File: src/rtl/inst_fetch_ctrl_if.sv
// Signal bundle between the PC stage, the instruction cache and the post-IF stage.
// master = inst_fetch_ctrl, slave = its environment (PC stage, cache, decode).
interface inst_fetch_ctrl_if;
    // Handshakes: a PC transfers on pc_valid_i & pc_ready_o, a cache read issues on
    // inst_req_o & inst_addr_ok_i, and the head entry retires on inst_valid_o & id_ready_i.
    logic [31:0] pc_i;
    logic        pc_valid_i;
    logic        pc_ready_o;
    logic        flush_i;
    logic        inst_req_o;
    logic [31:0] inst_addr_o;
    logic        inst_addr_ok_i;
    logic        inst_data_ok_i;
    logic [31:0] inst_rdata_i;
    logic        id_ready_i;
    logic [31:0] pc_o;
    logic [31:0] inst_o;
    logic [31:0] exception_type_o;
    logic        inst_valid_o;
    logic        fetch_stall_o;

    modport master (
        input  pc_i, pc_valid_i, flush_i, inst_addr_ok_i, inst_data_ok_i, inst_rdata_i, id_ready_i,
        output pc_ready_o, inst_req_o, inst_addr_o, pc_o, inst_o, exception_type_o,
        output inst_valid_o, fetch_stall_o
    );

    modport slave (
        output pc_i, pc_valid_i, flush_i, inst_addr_ok_i, inst_data_ok_i, inst_rdata_i, id_ready_i,
        input  pc_ready_o, inst_req_o, inst_addr_o, pc_o, inst_o, exception_type_o,
        input  inst_valid_o, fetch_stall_o
    );
endinterface

File: src/rtl/inst_fetch_ctrl.sv
// In-order instruction-fetch queue with flush cancellation of in-flight cache replies.
// Define IF_ADDR_EXC_EN to turn misaligned PCs into AdEL exception entries.
module inst_fetch_ctrl #(
    parameter int MAX_OUT = 2
) (
    input  logic              clk,
    input  logic              resetn,
    inst_fetch_ctrl_if.master bus
);
    localparam int PW = (MAX_OUT > 1) ? $clog2(MAX_OUT) : 1;
    localparam int CW = 3;
    localparam logic [PW-1:0] LAST = PW'(MAX_OUT - 1);

    logic [31:0]        pc_q   [MAX_OUT];
    logic [31:0]        inst_q [MAX_OUT];
    logic [MAX_OUT-1:0] exc_q;
    logic [MAX_OUT-1:0] done_q;
    logic [PW-1:0]      head_q;
    logic [PW-1:0]      alloc_q;
    logic [CW-1:0]      occ_q;
    logic [CW-1:0]      cancel_q;

    logic          free;
    logic          misaligned;
    logic          offer;
    logic          alloc_en;
    logic          pop_en;
    logic          drop_en;
    logic          fill_en;
    logic          head_valid;
    logic          fill_found;
    logic [PW-1:0] fill_idx;
    logic [PW-1:0] scan_idx;
    logic [CW-1:0] pend_cnt;
    logic [CW-1:0] cancel_flush;

    function automatic logic [PW-1:0] ptr_inc(input logic [PW-1:0] p);
        return (p == LAST) ? '0 : p + PW'(1);
    endfunction

`ifdef IF_ADDR_EXC_EN
    assign misaligned = (bus.pc_i[1:0] != 2'b00);
`else
    assign misaligned = 1'b0;
`endif

    assign free     = ({1'b0, occ_q} + {1'b0, cancel_q}) < 4'(MAX_OUT);
    assign offer    = resetn & bus.pc_valid_i & ~bus.flush_i & free;
    assign alloc_en = offer & (misaligned | bus.inst_addr_ok_i);

    assign bus.inst_req_o  = offer & ~misaligned;
    assign bus.inst_addr_o = bus.pc_i;
    assign bus.pc_ready_o  = alloc_en;

    // Oldest live entry still waiting for its reply, plus how many such entries exist.
    always_comb begin
        fill_found = 1'b0;
        fill_idx   = head_q;
        pend_cnt   = '0;
        scan_idx   = head_q;
        for (int i = 0; i < MAX_OUT; i++) begin
            if ((CW'(i) < occ_q) && !done_q[scan_idx]) begin
                if (!fill_found) begin
                    fill_idx   = scan_idx;
                    fill_found = 1'b1;
                end
                pend_cnt = pend_cnt + CW'(1);
            end
            scan_idx = ptr_inc(scan_idx);
        end
    end

    assign drop_en = bus.inst_data_ok_i & (cancel_q != '0);
    assign fill_en = bus.inst_data_ok_i & (cancel_q == '0) & fill_found;

    assign head_valid = (occ_q != '0) & done_q[head_q];
    assign pop_en     = head_valid & bus.id_ready_i & ~bus.flush_i;

    // Replies still owed by the cache once the queue is wiped: old debt plus unfilled entries.
    assign cancel_flush = cancel_q - CW'(drop_en) + pend_cnt - CW'(fill_en);

    assign bus.inst_valid_o     = head_valid;
    assign bus.fetch_stall_o    = (occ_q != '0) & ~done_q[head_q];
    assign bus.pc_o             = head_valid ? pc_q[head_q] : '0;
    assign bus.inst_o           = head_valid ? inst_q[head_q] : '0;
    assign bus.exception_type_o = (head_valid & exc_q[head_q]) ? 32'h0000_0010 : '0;

    always_ff @(posedge clk) begin
        if (!resetn) begin
            head_q   <= '0;
            alloc_q  <= '0;
            occ_q    <= '0;
            cancel_q <= '0;
            exc_q    <= '0;
            done_q   <= '0;
        end else if (bus.flush_i) begin
            head_q   <= '0;
            alloc_q  <= '0;
            occ_q    <= '0;
            exc_q    <= '0;
            done_q   <= '0;
            cancel_q <= cancel_flush;
        end else begin
            if (alloc_en) begin
                exc_q[alloc_q]  <= misaligned;
                done_q[alloc_q] <= misaligned;
                alloc_q         <= ptr_inc(alloc_q);
            end
            if (fill_en) begin
                done_q[fill_idx] <= 1'b1;
            end
            if (drop_en) begin
                cancel_q <= cancel_q - CW'(1);
            end
            if (pop_en) begin
                head_q <= ptr_inc(head_q);
            end
            occ_q <= occ_q + CW'(alloc_en) - CW'(pop_en);
        end
    end

    // Payload storage needs no reset: an entry is only read once its done flag is set.
    always_ff @(posedge clk) begin
        if (alloc_en) begin
            pc_q[alloc_q]   <= bus.pc_i;
            inst_q[alloc_q] <= '0;
        end
        if (fill_en) begin
            inst_q[fill_idx] <= bus.inst_rdata_i;
        end
    end
endmodule

File: src/flat_wrapper.sv
// flat-port wrapper written by rule: the top's interface ports become plain ports
module inst_fetch_ctrl_flat 
#(
    parameter int MAX_OUT = 2
)
  (clk, resetn, bus_pc_i, bus_pc_valid_i, bus_flush_i, bus_inst_addr_ok_i, bus_inst_data_ok_i, bus_inst_rdata_i, bus_id_ready_i, bus_pc_ready_o, bus_inst_req_o, bus_inst_addr_o, bus_pc_o, bus_inst_o, bus_exception_type_o, bus_inst_valid_o, bus_fetch_stall_o);
  inst_fetch_ctrl_if bus_i ();
  input  logic clk;
  input  logic resetn;
  input wire logic [$bits(bus_i.pc_i)-1:0] bus_pc_i;
  input wire logic [$bits(bus_i.pc_valid_i)-1:0] bus_pc_valid_i;
  input wire logic [$bits(bus_i.flush_i)-1:0] bus_flush_i;
  input wire logic [$bits(bus_i.inst_addr_ok_i)-1:0] bus_inst_addr_ok_i;
  input wire logic [$bits(bus_i.inst_data_ok_i)-1:0] bus_inst_data_ok_i;
  input wire logic [$bits(bus_i.inst_rdata_i)-1:0] bus_inst_rdata_i;
  input wire logic [$bits(bus_i.id_ready_i)-1:0] bus_id_ready_i;
  output wire logic [$bits(bus_i.pc_ready_o)-1:0] bus_pc_ready_o;
  output wire logic [$bits(bus_i.inst_req_o)-1:0] bus_inst_req_o;
  output wire logic [$bits(bus_i.inst_addr_o)-1:0] bus_inst_addr_o;
  output wire logic [$bits(bus_i.pc_o)-1:0] bus_pc_o;
  output wire logic [$bits(bus_i.inst_o)-1:0] bus_inst_o;
  output wire logic [$bits(bus_i.exception_type_o)-1:0] bus_exception_type_o;
  output wire logic [$bits(bus_i.inst_valid_o)-1:0] bus_inst_valid_o;
  output wire logic [$bits(bus_i.fetch_stall_o)-1:0] bus_fetch_stall_o;
  assign bus_i.pc_i = bus_pc_i;
  assign bus_i.pc_valid_i = bus_pc_valid_i;
  assign bus_i.flush_i = bus_flush_i;
  assign bus_i.inst_addr_ok_i = bus_inst_addr_ok_i;
  assign bus_i.inst_data_ok_i = bus_inst_data_ok_i;
  assign bus_i.inst_rdata_i = bus_inst_rdata_i;
  assign bus_i.id_ready_i = bus_id_ready_i;
  assign bus_pc_ready_o = bus_i.pc_ready_o;
  assign bus_inst_req_o = bus_i.inst_req_o;
  assign bus_inst_addr_o = bus_i.inst_addr_o;
  assign bus_pc_o = bus_i.pc_o;
  assign bus_inst_o = bus_i.inst_o;
  assign bus_exception_type_o = bus_i.exception_type_o;
  assign bus_inst_valid_o = bus_i.inst_valid_o;
  assign bus_fetch_stall_o = bus_i.fetch_stall_o;
  inst_fetch_ctrl #(.MAX_OUT(MAX_OUT)) u_core (.clk(clk), .resetn(resetn), .bus(bus_i));
endmodule
File: config.mk
export PLATFORM = sky130hd
export DESIGN_NAME = inst_fetch_ctrl_flat
export DESIGN_NICKNAME = d
export VERILOG_FILES = /design/src/rtl/inst_fetch_ctrl_if.sv /design/src/rtl/inst_fetch_ctrl.sv /design/src/flat_wrapper.sv
export SDC_FILE = /design/constraint.sdc
export NUM_CORES = 1
export LEC_CHECK = 0
export BUFFER_PORTS_ARGS = -buffer_cell sky130_fd_sc_hd__buf_4
export CORE_UTILIZATION = 52
export DETAILED_ROUTE_END_ITERATION = 8
export GPL_ROUTABILITY_DRIVEN = 0
export PLACE_DENSITY = 0.8
export SETUP_SLACK_MARGIN = 0.1
export SYNTH_ARGS = -nofsm -noshare
export SYNTH_HDL_FRONTEND = slang
export SYNTH_SLANG_ARGS = --single-unit
export TNS_END_PERCENT = 10
File: constraint.sdc
create_clock -name clk -period 6.2 [get_ports clk]
set_input_delay 0.62 -clock clk [delete_from_list [all_inputs] [get_ports clk]]
set_output_delay 0.62 -clock clk [all_outputs]
set_load 0.02 [all_outputs]
==> impl_metrics.env <==
export IMPL_overflow=0
export IMPL_power_leakage_uw=0.003293
export IMPL_yosysSeqAreaShare_pct=60.45
export IMPL_worstPathMaxFanout=4
export IMPL_fill_cells=932
export IMPL_dieArea_um2=13520
export IMPL_nets=743
export IMPL_totalPowerFinal_uw=2308
export IMPL_cts_root_buf="clkbuf_16"
export IMPL_grt_pass1_wl_um=19310
export IMPL_comb_power_share_pct=10.7
export IMPL_relSlewSlack_pct=24.88
export IMPL_synthTopCellsByCount="128 x edfxtp_1, 73 x nor2_1, 68 x and2_1"
export IMPL_grt_use_total_pct=19.67
export IMPL_drtIter0Drc=163
export IMPL_drc_errors=0
export IMPL_post_cts_setup_buffers=0
export IMPL_synth_largest_area_cell="edfxtp_1"
export IMPL_tightest_slew_ns=1.127
export IMPL_firstDrtPassIters=4
export IMPL_rsz0062_at_grt="no"
export IMPL_post_place_ws_ns=2.081
export IMPL_cts_resized=0
export IMPL_cts_path_max_buffers=2
export IMPL_tns_ns=0
export IMPL_clkPwrFrac_pct=42.8
export IMPL_dp_hpwl_um=8597
export IMPL_r2r_start="u_core.occ_q[1]$_SDFF_PP0_"
export IMPL_vias=4127
export IMPL_wl_per_cell_um=15.57
export IMPL_rows=41
export IMPL_slew_viol_final=0
export IMPL_setup_slack_ns=2.057
export IMPL_ios=203
export IMPL_hold_violations=0
export IMPL_die_height_um=116.3
export IMPL_yosys_warnings=0
export IMPL_crit_type="reg2reg"
export IMPL_die_w_um=116.3
export IMPL_tritoncts="done"
export IMPL_portBuffers=171
export IMPL_numClockSinks=141
export IMPL_switchingPower_uw=548.8
export IMPL_layout_drive_gt1_share_pct=33.13
export IMPL_synth_area_per_cell_um2=13.08
export IMPL_avgViaCountPerCell=4.901
export IMPL_critPathLaunchType="flop"
export IMPL_netlist_instances=519
export IMPL_ys_ff_latch=141
export IMPL_path_clk_slew_ns=0.06
export IMPL_fin_hold_ws_ns=0.3949
export IMPL_worstReg2RegEnd="u_core.cancel_q[2]$_SDFFE_PN0P_"
export IMPL_synth_area_leaders="edfxtp_1 57%, mux2i_1 9.7%, buf_4 7.0%"
export IMPL_grt_antenna_before_repair=0
export IMPL_hold_path_class="in2reg"
export IMPL_postCtsHoldBufs=0
export IMPL_synth_top_area_share_pct=56.62
export IMPL_whs_endpoint="u_core.pc_q[0][28]$_DFFE_PP_"
export IMPL_flow_area_growth_from_synthesis_pct=23.35
export IMPL_synth_edf_count=128
export IMPL_n_antenna_cell=0
export IMPL_synth_async_reset_ratio_pct=0
export IMPL_critPathCaptureType="flop"
export IMPL_setup_violations_final=0
export IMPL_cp_required_ns=6.51
export IMPL_clock_latency_ns=0.42
export IMPL_core_um2=12670
export IMPL_outcome="complete, no violations"
export IMPL_p_per_area_nw_per_um2=275.6
export IMPL_htreeDepth=4
export IMPL_worst_r2r_cell_count=15
export IMPL_hold_depth=1
export IMPL_min_from="bus_pc_i[28]"
export IMPL_netSwitchingFraction_pct=23.78
export IMPL_clock_skew_ns=0.008430
export IMPL_grt_pass1_vias=3975
export IMPL_grt_max_degree=65
export IMPL_fmax_mhz=241.4
export IMPL_drt_total_wl_um=13110
export IMPL_pwr_share_seq_pct=46.5
export IMPL_cts_made_buffers=17
export IMPL_worstPathArrival_ns=4.46
export IMPL_yosysUniqueCellTypes=46
export IMPL_period_share_pct=66.82
export IMPL_ir_drop_uv=151.0
export IMPL_synth_area_um2=6789
export IMPL_yosysMostFrequentCell="edfxtp_1"
export IMPL_ant_nets=0
export IMPL_intPower_uw=1759
export IMPL_period_minus_slack_ns=4.143
export IMPL_reg2reg_slack_ns=2.06
export IMPL_maxCapViolCount=0
export IMPL_synth_flop_cell="edfxtp_1"
export IMPL_start_util_pct=53.58
==> placed cells by master (no fill, tap or decap), types with 2 or more instances in the layout <==
master,count
inv_1,18
xnor2_1,3
xor2_1,2
edfxtp_1,128
bufinv_16,2
o21ai_0,2
and2_1,68
clkinvlp_4,5
clkinv_2,4
buf_4,174
o2bb2ai_1,2
nor2b_1,3
nand3_1,2
a21oi_1,2
mux2i_1,66
conb_1,31
inv_6,3
nand2_1,9
nor2_1,73
fa_1,5
dfxtp_1,12
clkbuf_16,17
ha_1,10
==> registers in the layout, indices dropped and copies added (netlist names), named ones only <==
name / flops
u_core.inst_q: 64
u_core.pc_q: 64
u_core.head_q: 1
u_core.cancel_q: 3
u_core.occ_q: 3
u_core.alloc_q: 1
u_core.done_q: 2
u_core.exc_q: 2
==> cell type report <==
cell class	count	area (um^2)	area share (%)
sequential	141	4108	49.05
tap	172	215.2	2.570
clock inverter	14	143.9	1.718
clock buffer	18	429.2	5.125
inverter	19	71.32	0.8516
multi-input combinational	304	2101	25.09
timing repair buffer	174	1306	15.60
==> through the flow <==
stage,cell area [um^2],std cells,util [%]
final,8374,842,66.09
after global routing,8374,842,66.09
after CTS,8374,842,66.09
after detailed placement,7801,810,61.57
after global placement,7801,810,61.57
after floorplan,6902,549,-
==> cell families after synthesis <==
logic type | share of synthesized area (%)
AND/OR/NAND/NOR | 13.42
AO/OA/AOI/OAI | 1.843
other | 0.05524
buffers and inverters | 10.38
multiplexers | 9.897
XOR/XNOR | 0.6452
adder cells (fa/ha/maj) | 3.317
flip-flops | 60.45
==> critical path: stages, from the launching register on <==
cell	delay (ns)
dfxtp_1	0.39
inv_1	0.10
ha_1	0.28
a211oi_1	0.36
inv_1	0.08
ha_1	0.19
or3b_4	0.44
fa_1	0.59
inv_1	0.07
fa_1	0.53
nor2_1	0.05
fa_1	0.37
xor2_1	0.17
a32oi_1	0.19
xnor2_1	0.08
and2_1	0.15
==> metal layers <==
metal / routed length [um] / vias to the layer above / part of all wire [%] / global-route usage [%]
met5: 0 / - / 0 / 0
met2: 7011 / 154 / 53 / 35.07
met3: 736 / 14 / 5.6 / 6.227
met4: 132 / 0 / 1.0 / 7.009
met1: 5230 / 1996 / 40 / 22.10
li1: - / 1963 / - / -
==> power by group through the flow <==
stage	Sequential (uW)	Combinational (uW)	Clock (uW)
6_report	1070	246	989
5_1_grt	1070	276	1040
4_1_cts	1070	249	1000
3_5_place_dp	1090	247	0
3_3_place_gp	1090	231	0
2_1_floorplan	1090	182	0
==> worst max path at each step <==
stage,start,to,slack (ns),depth (start not counted)
after detailed placement,u_core.occ_q[1]$_SDFF_PP0_,u_core.cancel_q[2]$_SDFFE_PN0P_,2.08,15
final,u_core.occ_q[1]$_SDFF_PP0_,u_core.cancel_q[2]$_SDFFE_PN0P_,2.06,15
after CTS,u_core.occ_q[1]$_SDFF_PP0_,u_core.cancel_q[2]$_SDFFE_PN0P_,2.05,15
after floorplan,u_core.cancel_q[0]$_SDFFE_PN0P_,u_core.inst_q[1][0]$_SDFFCE_PN0P_,1.58,5
after global placement,u_core.occ_q[1]$_SDFF_PP0_,u_core.cancel_q[2]$_SDFFE_PN0P_,2.24,15
after global routing,u_core.occ_q[1]$_SDFF_PP0_,u_core.cancel_q[2]$_SDFFE_PN0P_,1.82,15
No activity file was read; power rests on OpenSTA's default activity.
